## src/rtl/bonus_pkg.sv

```systemverilog
// Shared types for the multi-slot bonus spawner: FSM states and the slot
// record. The cell/age widths here bound the parameter range of the
// spawner and its slots.
package bonus_pkg;

    localparam int CELL_X_W     = 5;
    localparam int CELL_Y_W     = 4;
    localparam int LIFE_SEC_DEF = 15;
    localparam int AGE_W        = $clog2(LIFE_SEC_DEF + 1);

    typedef enum logic [1:0] {
        IDLE,
        QUERY,
        CHECK,
        WAIT_RAND
    } state_t;

    typedef struct packed {
        logic                active;
        logic [CELL_X_W-1:0] cell_x;
        logic [CELL_Y_W-1:0] cell_y;
        logic [AGE_W-1:0]    age;
    } slot_t;

endpackage

```

## src/rtl/bonus_spawner_if.sv

```systemverilog
// Candidate / map-lookup handshake between the random source, the map and
// the spawner. The spawner takes the slave side.
interface bonus_spawner_if #(
    parameter int GRID_X_BITS = 5,
    parameter int GRID_Y_BITS = 4
);
    logic                   randomRise;
    logic [GRID_X_BITS-1:0] inRandomX;
    logic [GRID_Y_BITS-1:0] inRandomY;
    logic                   newRandom;
    logic [GRID_X_BITS-1:0] query_x;
    logic [GRID_Y_BITS-1:0] query_y;
    logic                   map_blocked;

    modport master (
        output randomRise, inRandomX, inRandomY, map_blocked,
        input  newRandom, query_x, query_y
    );

    modport slave (
        input  randomRise, inRandomX, inRandomY, map_blocked,
        output newRandom, query_x, query_y
    );
endinterface

```

## src/rtl/bonus_slot.sv

```systemverilog
// One bonus item: holds its cell, ages in seconds, clears on collection or
// timeout and gates its draw enable with the blink phase near the end.
module bonus_slot
    import bonus_pkg::*;
#(
    parameter int GRID_X_BITS  = CELL_X_W,
    parameter int GRID_Y_BITS  = CELL_Y_W,
    parameter int LIFETIME_SEC = LIFE_SEC_DEF,
    parameter int BLINK_SEC    = 3
) (
    input  logic                   clk,
    input  logic                   resetN,
    input  logic                   one_sec,
    input  logic                   blink_phase,
    input  logic                   collision,
    input  logic                   wr_en,
    input  logic [GRID_X_BITS-1:0] wr_x,
    input  logic [GRID_Y_BITS-1:0] wr_y,
    output logic                   active,
    output logic [CELL_X_W-1:0]    cell_x,
    output logic [CELL_Y_W-1:0]    cell_y,
    output logic                   draw_en,
    output logic                   collected,
    output logic                   expired
);

    slot_t st;

    assign active = st.active;
    assign cell_x = st.cell_x;
    assign cell_y = st.cell_y;

    // Slot lifetime: a write only ever targets a free slot, so it never
    // races a clear. Collision wins over expiry; age stops at LIFETIME-1.
    always_ff @(posedge clk or negedge resetN) begin
        if (!resetN) begin
            st        <= '0;
            collected <= 1'b0;
            expired   <= 1'b0;
        end else begin
            collected <= 1'b0;
            expired   <= 1'b0;
            if (wr_en) begin
                st.active <= 1'b1;
                st.age    <= '0;
                st.cell_x <= CELL_X_W'(wr_x);
                st.cell_y <= CELL_Y_W'(wr_y);
            end else if (st.active) begin
                if (collision) begin
                    st.active <= 1'b0;
                    st.age    <= '0;
                    collected <= 1'b1;
                end else if (one_sec) begin
                    if (st.age == AGE_W'(LIFETIME_SEC - 1)) begin
                        st.active <= 1'b0;
                        st.age    <= '0;
                        expired   <= 1'b1;
                    end else begin
                        st.age <= st.age + 1'b1;
                    end
                end
            end
        end
    end

    // Registered draw enable: solid while young, follows blink phase after.
    always_ff @(posedge clk or negedge resetN) begin
        if (!resetN) draw_en <= 1'b0;
        else         draw_en <= st.active &&
                                ((st.age < AGE_W'(LIFETIME_SEC - BLINK_SEC)) || blink_phase);
    end

endmodule

```

## src/rtl/bonus_spawner.sv

```systemverilog
// Multi-slot bonus spawner: candidate FSM with map/occupancy rejection and
// bounded retries, free-slot priority encoder and per-slot pixel positions.
module bonus_spawner
    import bonus_pkg::*;
#(
    parameter int NUM_SLOTS    = 4,
    parameter int GRID_X_BITS  = CELL_X_W,
    parameter int GRID_Y_BITS  = CELL_Y_W,
    parameter int CELL_SHIFT   = 5,
    parameter int LIFETIME_SEC = LIFE_SEC_DEF,
    parameter int BLINK_SEC    = 3,
    parameter int MAX_RETRIES  = 3
) (
    input  logic                        clk,
    input  logic                        resetN,
    input  logic                        one_sec,
    input  logic                        blink_tick,
    input  logic [10:0]                 matrixTopLeftX,
    input  logic [10:0]                 matrixTopLeftY,
    bonus_spawner_if.slave              bus,
    input  logic [NUM_SLOTS-1:0]        collision,
    output logic [NUM_SLOTS-1:0][10:0]  randomX,
    output logic [NUM_SLOTS-1:0][10:0]  randomY,
    output logic [NUM_SLOTS-1:0]        drawEn,
    output logic [NUM_SLOTS-1:0]        collected,
    output logic [NUM_SLOTS-1:0]        expired,
    output logic                        spawn_drop
);

    localparam int RW = (MAX_RETRIES < 1) ? 1 : $clog2(MAX_RETRIES + 1);

    state_t                   state, state_n;
    logic [GRID_X_BITS-1:0]   cand_x, cand_x_n;
    logic [GRID_Y_BITS-1:0]   cand_y, cand_y_n;
    logic [RW-1:0]            retries, retries_n;
    logic                     new_random, new_random_n, drop_n;
    logic                     blink_phase;
    logic [NUM_SLOTS-1:0]     slot_active, wr_en, free_hot;
    logic [NUM_SLOTS-1:0][CELL_X_W-1:0] slot_x;
    logic [NUM_SLOTS-1:0][CELL_Y_W-1:0] slot_y;
    logic                     any_free, occupied;

    assign bus.newRandom = new_random;
    assign bus.query_x   = (state == QUERY) ? cand_x : '0;
    assign bus.query_y   = (state == QUERY) ? cand_y : '0;

    // Occupancy compare and lowest-index free slot, from registered slot state.
    always_comb begin
        occupied = 1'b0;
        any_free = 1'b0;
        free_hot = '0;
        for (int i = 0; i < NUM_SLOTS; i++) begin
            if (slot_active[i] && slot_x[i] == CELL_X_W'(cand_x) &&
                slot_y[i] == CELL_Y_W'(cand_y))
                occupied = 1'b1;
            if (!slot_active[i] && !any_free) begin
                free_hot[i] = 1'b1;
                any_free    = 1'b1;
            end
        end
    end

    // Cell to pixel: one pixel inside the cell's top-left corner.
    always_comb begin
        for (int i = 0; i < NUM_SLOTS; i++) begin
            randomX[i] = (11'(slot_x[i]) << CELL_SHIFT) + matrixTopLeftX + 11'd1;
            randomY[i] = (11'(slot_y[i]) << CELL_SHIFT) + matrixTopLeftY + 11'd1;
        end
    end

    // FSM and candidate registers; newRandom/spawn_drop are registered pulses.
    always_ff @(posedge clk or negedge resetN) begin
        if (!resetN) begin
            state       <= IDLE;
            cand_x      <= '0;
            cand_y      <= '0;
            retries     <= '0;
            new_random  <= 1'b0;
            spawn_drop  <= 1'b0;
            blink_phase <= 1'b0;
        end else begin
            state       <= state_n;
            cand_x      <= cand_x_n;
            cand_y      <= cand_y_n;
            retries     <= retries_n;
            new_random  <= new_random_n;
            spawn_drop  <= drop_n;
            blink_phase <= blink_phase ^ blink_tick;
        end
    end

    // Next-state: latch candidates, judge them in CHECK, retry or drop.
    always_comb begin
        state_n      = state;
        cand_x_n     = cand_x;
        cand_y_n     = cand_y;
        retries_n    = retries;
        new_random_n = 1'b0;
        drop_n       = 1'b0;
        wr_en        = '0;
        case (state)
            IDLE: if (bus.randomRise) begin
                cand_x_n  = bus.inRandomX;
                cand_y_n  = bus.inRandomY;
                retries_n = '0;
                state_n   = QUERY;
            end
            QUERY: state_n = CHECK;
            CHECK: begin
                if (!bus.map_blocked && !occupied) begin
                    if (any_free) wr_en  = free_hot;
                    else          drop_n = 1'b1;
                    state_n = IDLE;
                end else if (retries < RW'(MAX_RETRIES)) begin
                    retries_n    = retries + 1'b1;
                    new_random_n = 1'b1;
                    state_n      = WAIT_RAND;
                end else begin
                    drop_n  = 1'b1;
                    state_n = IDLE;
                end
            end
            WAIT_RAND: if (bus.randomRise) begin
                cand_x_n = bus.inRandomX;
                cand_y_n = bus.inRandomY;
                state_n  = QUERY;
            end
            default: state_n = IDLE;
        endcase
    end

    for (genvar g = 0; g < NUM_SLOTS; g++) begin : g_slot
        bonus_slot #(
            .GRID_X_BITS (GRID_X_BITS),
            .GRID_Y_BITS (GRID_Y_BITS),
            .LIFETIME_SEC(LIFETIME_SEC),
            .BLINK_SEC   (BLINK_SEC)
        ) u_slot (
            .clk        (clk),
            .resetN     (resetN),
            .one_sec    (one_sec),
            .blink_phase(blink_phase),
            .collision  (collision[g]),
            .wr_en      (wr_en[g]),
            .wr_x       (cand_x),
            .wr_y       (cand_y),
            .active     (slot_active[g]),
            .cell_x     (slot_x[g]),
            .cell_y     (slot_y[g]),
            .draw_en    (drawEn[g]),
            .collected  (collected[g]),
            .expired    (expired[g])
        );
    end

endmodule

```

## src/flat_wrapper.sv

```systemverilog
// flat-port wrapper written by rule: the top's interface ports become plain ports
module bonus_spawner_flat import bonus_pkg::*;
#(
    parameter int NUM_SLOTS    = 4,
    parameter int GRID_X_BITS  = CELL_X_W,
    parameter int GRID_Y_BITS  = CELL_Y_W,
    parameter int CELL_SHIFT   = 5,
    parameter int LIFETIME_SEC = LIFE_SEC_DEF,
    parameter int BLINK_SEC    = 3,
    parameter int MAX_RETRIES  = 3
)
  (clk, resetN, one_sec, blink_tick, matrixTopLeftX, matrixTopLeftY, collision, randomX, randomY, drawEn, collected, expired, spawn_drop, bus_randomRise, bus_inRandomX, bus_inRandomY, bus_map_blocked, bus_newRandom, bus_query_x, bus_query_y);
  bonus_spawner_if #(.GRID_X_BITS(GRID_X_BITS), .GRID_Y_BITS(GRID_Y_BITS)) bus_i ();
  input  logic clk;
  input  logic resetN;
  input  logic one_sec;
  input  logic blink_tick;
  input  logic [10:0] matrixTopLeftX;
  input  logic [10:0] matrixTopLeftY;
  input  logic [NUM_SLOTS-1:0] collision;
  output logic [NUM_SLOTS-1:0][10:0] randomX;
  output logic [NUM_SLOTS-1:0][10:0] randomY;
  output logic [NUM_SLOTS-1:0] drawEn;
  output logic [NUM_SLOTS-1:0] collected;
  output logic [NUM_SLOTS-1:0] expired;
  output logic spawn_drop;
  input wire logic [$bits(bus_i.randomRise)-1:0] bus_randomRise;
  input wire logic [$bits(bus_i.inRandomX)-1:0] bus_inRandomX;
  input wire logic [$bits(bus_i.inRandomY)-1:0] bus_inRandomY;
  input wire logic [$bits(bus_i.map_blocked)-1:0] bus_map_blocked;
  output wire logic [$bits(bus_i.newRandom)-1:0] bus_newRandom;
  output wire logic [$bits(bus_i.query_x)-1:0] bus_query_x;
  output wire logic [$bits(bus_i.query_y)-1:0] bus_query_y;
  assign bus_i.randomRise = bus_randomRise;
  assign bus_i.inRandomX = bus_inRandomX;
  assign bus_i.inRandomY = bus_inRandomY;
  assign bus_i.map_blocked = bus_map_blocked;
  assign bus_newRandom = bus_i.newRandom;
  assign bus_query_x = bus_i.query_x;
  assign bus_query_y = bus_i.query_y;
  bonus_spawner #(.NUM_SLOTS(NUM_SLOTS), .GRID_X_BITS(GRID_X_BITS), .GRID_Y_BITS(GRID_Y_BITS), .CELL_SHIFT(CELL_SHIFT), .LIFETIME_SEC(LIFETIME_SEC), .BLINK_SEC(BLINK_SEC), .MAX_RETRIES(MAX_RETRIES)) u_core (.clk(clk), .resetN(resetN), .one_sec(one_sec), .blink_tick(blink_tick), .matrixTopLeftX(matrixTopLeftX), .matrixTopLeftY(matrixTopLeftY), .bus(bus_i), .collision(collision), .randomX(randomX), .randomY(randomY), .drawEn(drawEn), .collected(collected), .expired(expired), .spawn_drop(spawn_drop));
endmodule
```

## config.mk

```make
export PLATFORM = sky130hd
export DESIGN_NAME = bonus_spawner_flat
export DESIGN_NICKNAME = d
export VERILOG_FILES = /design/src/rtl/bonus_pkg.sv /design/src/rtl/bonus_spawner_if.sv /design/src/rtl/bonus_slot.sv /design/src/rtl/bonus_spawner.sv /design/src/flat_wrapper.sv
export SDC_FILE = /design/constraint.sdc
export NUM_CORES = 1
export LEC_CHECK = 0
export ABC_AREA = 1
export BUFFER_PORTS_ARGS = -buffer_cell sky130_fd_sc_hd__buf_2
export CAP_MARGIN = 20
export CORE_ASPECT_RATIO = 1.75
export CORE_MARGIN = 2
export CORE_UTILIZATION = 50
export CTS_CLUSTER_SIZE = 14
export DETAILED_ROUTE_END_ITERATION = 8
export PLACE_DENSITY = 0.75
export RECOVER_POWER = 100
export SLEW_MARGIN = 20
export SYNTH_ARGS = -nofsm -noshare
export SYNTH_HDL_FRONTEND = slang
export SYNTH_SLANG_ARGS = --single-unit
export TNS_END_PERCENT = 1
```

## constraint.sdc

```tcl
create_clock -name clk -period 2.5 [get_ports clk]
set_input_delay 0.25 -clock clk [delete_from_list [all_inputs] [get_ports clk]]
set_output_delay 0.25 -clock clk [all_outputs]
set_load 0.1 [all_outputs]
```

# Word-level counts from Yosys, hierarchy flattened

Cells that the tools add are included.

Register bits after elaboration: 84
Input bits: 41
Word-level logic and storage cells: 228

Add/subtract/negate cells: 21
Magnitude comparators: 5
Equal/unequal tests: 19
Multiplexer cells: 103
Bitwise operators: 1
Reduce and logical (&&, ||, !) cells: 44

Operators by type and width:

| kind                                                  | count |
|---|---|
| 2-to-1 mux 4 bit                                      | 24 |
| adder 11 x 1 -> 11 bit, second input constant         | 8 |
| 2-to-1 mux 1 bit                                      | 70 |
| adder 10 x 11 -> 11 bit                               | 4 |
| adder 9 x 11 -> 11 bit                                | 4 |
| == test 5 bit                                         | 4 |
| adder 4 x 1 -> 4 bit, second input constant           | 4 |
| == test 4 bit                                         | 4 |
| == test 4 bit, second input constant                  | 4 |
| logical AND 1 bit                                     | 16 |
| less-than comparator 4 bit, second input constant     | 4 |
| 2-to-1 mux 2 bit                                      | 6 |
| nonzero test 3 bit                                    | 4 |
| AND reduction 2 bit                                   | 5 |
| nonzero test 2 bit                                    | 5 |
| logical NOT 1 bit                                     | 7 |
| one-hot mux 2 bit (3 select lines)                    | 1 |
| 2-to-1 mux 5 bit                                      | 1 |
| == test 2 bit, second input constant                  | 2 |
| logical OR 1 bit                                      | 4 |
| inequality test 2 x 1 -> 1 bit, second input constant | 2 |
| inequality test 2 bit, second input constant          | 2 |
| one-hot mux 2 bit (2 select lines)                    | 1 |
| AND reduction 4 bit                                   | 1 |
| other kinds (6)                                       | 6 |

# Depth between registers and ports, before layout

Word-level depth: 14
Gate-level depth with buffers: 14
Depth with buffers taken out: 13

# Hierarchy

A second synthesis with hierarchy kept.

Cells, all modules: 993
Area, all modules: 6982.9 sq um

By module, submodules not included:

| module        | times used | cells each | area an instance (sq um) | seq. area each (sq um) |
|---|---|---|---|---|
| bonus_spawner | 1          | 601        | 3759.9                   | 400.4 |
| bonus_slot    | 4          | 98         | 805.8                    | 425.4 |

# Least setup slack after synthesis

No wires, ideal clock.

Path kind: input to output
Start: in matrixTopLeftX[0]
End: out randomX[14] (netlist bit)
Data arrival time: 3.243 ns
Path slack: -0.993 ns
Cell stages on the path: 4
Buffers on the path: 1
Cells stage by stage: inv_1 -> nor2_1 -> xor2_1 -> buf_4

RTL lines:

| what        | line               | RTL |
|---|---|---|
| from (decl) | flat_wrapper.sv:18 | `input logic [10:0] matrixTopLeftX;` |
| to (decl)   | flat_wrapper.sv:21 | `output logic [NUM_SLOTS-1:0][10:0] randomX;` |

==> results_dict.tcl <==
set metrics [dict create \
    outcome "complete, but fails checks" \
    violations "max-capacitance violations, max-slew violations" \
    postCtsSetupRepairBufs 0 \
    dieArea_mm2 0.0145 \
    highest_layer "met4" \
    fin_ws_ns 0.00754 \
    syn_to_final_growth_pct 23.1 \
    synth-seq-cells 84 \
    place_inst 1190 \
    drt-total-wl_um 17600 \
    min_path_type "input port to register" \
    io_pins 152 \
    synth_fp_nets 996 \
    synth_seq_area_share 0.311 \
    async_flop_share 1.00 \
    dpl_cell_area_mm2 0.00781 \
    met1_length_um 6570 \
    layout.cells.non_filler 1207 \
    antenna_cells 0 \
    cts_sinks 84 \
    vias_per_cell 5.25 \
    synth-edff-count 0 \
    finalSetupViolCount 0 \
    drt_iter0_drc 397 \
    wire_per_inst_um 14.6 \
    hold_slack_ns 0.0956 \
    hold_viol 0 \
    cp.required_ns 2.25 \
    insertion_delay_ns 0.34 \
    tightest_slew_ns 1.57 \
    yosysWarnings 0 \
    period_minus_slack_ns 2.49 \
    power_density_mw_per_mm2 1460 \
    grt_pass1_wl_um 28800 \
    cts_tree "built" \
    fp.dieW_um 91.9 \
    syn_area_mm2 0.00676 \
    syn_avg_cell_area_um2 7.41 \
    final-seq-area_mm2 0.00210 \
    first_global_vias 6141 \
    synth_flop_cell "dfrtp_1" \
    clk_pin_slew_ns 0.06 \
    h-tree-depth 3 \
    synth.largest_area_cell "dfrtp_1" \
    crit_path_max_fanout 4 \
    yosys.area.top_type_share 0.311 \
    cts_max_path_buffers 2 \
    nets 1112 \
    core_mm2 0.0133 \
    final_area_mm2 0.00832 \
    multi_input_area_mm2 0.00395 \
    drv_slew 30 \
    antenna_found_initial 0 \
    grt_max_degree 33 \
    io_buffers 151 \
    die_y_um 158 \
    peakVddDrop_uv 833 \
    met2_length_um 9310 \
    vias 6340 \
    synthCells 912 \
    nFillCells 1225 \
    min_period_over_period 0.997 \
    drive_gt1_frac 0.246 \
    netlist_top_cells_area "dfrtp_1 31%, nand2_1 12%, xor2_1 8.3%" \
    leakage_nw 4.43 \
    drcViolationCount 0 \
    antenna_left 0 \
    cp.arrival_ns 2.24 \
    gp_congestion 0.971 \
    fmax_mhz 401 \
    start_util 0.508 \
    grtUsageTotal 0.248 \
    path_class "register to primary output" \
    cp-start-kind "register" \
    maxCapViolations 1 \
    cts-buffers-inserted 9 \
    yosysUniqueCellTypes 40 \
    endpoint_kind "primary output" \
    firstDrtPassIters 7 \
    post-place-ws_ns 0.269 \
    dp_hpwl_um 14100 \
    slew_headroom -0.0473 \
    synthTopCellsByCount "218 x nand2_1, 123 x inv_1, 84 x dfrtp_1, 66 x nor2_1, 64 x xor2_1" \
    rsz0062_at_grt "true" \
    finClkSkew_ns 0.00986 \
    synth.most_common_cell "nand2_1" \
    setup_tns_ns 0 \
    utilization 0.625 \
    row_count 56 \
    root_buffer "clkbuf_16" \
    overflow 0 \
    met3_length_um 924 \
    total_power_mw 12.1 \
]
[worst max-delay path, cell delays in order (launching register included)]
cell and delay, ns:
dfrtp_1 0.42, ha_1 0.34, inv_1 0.09, o21bai_1 0.23, a21oi_1 0.10, o21bai_1 0.16, xor2_1 0.33, buf_12 0.22
[routing by layer]
metal / GRT usage / vias to the layer above
met3: 0.0300 / 56
met5: 0 / -
met2: 0.465 / 227
met1: 0.270 / 2941
met4: 0.132 / 0
li1: - / 3116
[cells in the final DEF, fill, tap and decap left out, types with 3 or more instances in the layout]
| cell type | netlist | final |
|---|---|---|
| o21ai_1 | 29 | 34 |
| o21bai_1 | 12 | 10 |
| xor2_2 | 0 | 17 |
| xnor2_1 | 5 | 5 |
| nand2_2 | 2 | 3 |
| nor4_1 | 4 | 4 |
| o21ai_0 | 22 | 13 |
| clkbuf_16 | 0 | 9 |
| nand4_1 | 13 | 13 |
| nor3_2 | 0 | 3 |
| nand3b_1 | 5 | 5 |
| o31ai_1 | 3 | 3 |
| nand2_1 | 218 | 217 |
| o2111ai_1 | 8 | 8 |
| a31oi_1 | 4 | 4 |
| ha_1 | 43 | 34 |
| dfrtp_1 | 84 | 84 |
| nand4_4 | 4 | 4 |
| clkbuf_1 | 4 | 4 |
| a21oi_1 | 51 | 49 |
| buf_2 | 3 | 119 |
| nor2_1 | 66 | 66 |
| nor3_1 | 17 | 14 |
| ha_4 | 0 | 6 |
| buf_6 | 8 | 3 |
| o21ai_2 | 14 | 18 |
| inv_2 | 10 | 10 |
| inv_1 | 123 | 123 |
| xor2_1 | 64 | 47 |
| nand3_1 | 37 | 37 |
| buf_4 | 42 | 15 |
| ha_2 | 0 | 3 |
| buf_12 | 0 | 22 |
[flip-flops by register name (all words and copies together) (netlist names), 2 cells and up]
register / flops
u_core.g_slot.u_slot.cell_x: 20
u_core.g_slot.u_slot.cell_y: 16
u_core.g_slot.u_slot.st: 16
u_core.cand_x: 5
u_core.cand_y: 4
u_core.g_slot.u_slot.active: 4
u_core.g_slot.u_slot.collected: 4
u_core.g_slot.u_slot.draw_en: 4
u_core.g_slot.u_slot.expired: 4
u_core.retries: 2
u_core.state: 2
[final timing paths]
kind,startpoint,end,slack (ns),cells after the start
hold / removal,blink_tick,u_core.blink_phase,0.1,2
hold reg to reg,u_core.blink_phase,u_core.blink_phase,0.47,1
max in group asynchronous,resetN,u_core.g_slot[2].u_slot.cell_x[0],0.46,3
setup reg to reg,u_core.cand_x[3],u_core.g_slot[0].u_slot.cell_y[1],0.34,10
setup / recovery,u_core.g_slot[1].u_slot.cell_y[0],randomY[19],0.008,7
min in group asynchronous,resetN,u_core.bus.newRandom,0.84,2
[cell type report]
class,instances,share of cell area
repair buffers,164,0.146
well taps,174,0.0262
multi-input cells,635,0.475
clock inverters,3,0.00827
flip-flops and latches,84,0.253
clock buffers,13,0.0313
inverters,134,0.0607
[cell families (layout without fill, tap and decap cells)]
family / count (synthesis) / after routing / synth area share
AND/OR/NAND/NOR: 376 / 376 / 0.248
buffers and inverters: 193 / 314 / 0.142
AO/OA/AOI/OAI: 146 / 146 / 0.128
flip-flops: 84 / 84 / 0.311
XOR/XNOR: 69 / 69 / 0.0894
adder cells (fa/ha/maj): 43 / 43 / 0.0796
multiplexers: 1 / 1 / 0.00167
[repair_timing]
action / 4_1_cts / 5_1_grt
endpoints found under the setup margin: 10 / 22
pin swaps: 2 / 8
hold buffers: 1 / 0
resized for setup: 12 / 33
endpoints found under the hold margin: 27 / 0
[where the power goes]
group          leakage (nW)  switching, mW  internal (mW)
Sequential             1.09          0.504           1.74
Clock                 0.160          0.528          0.932
Combinational          3.18           6.20           2.22
Total                  4.43           7.24           4.89
No activity file was read; power rests on OpenSTA's default activity.
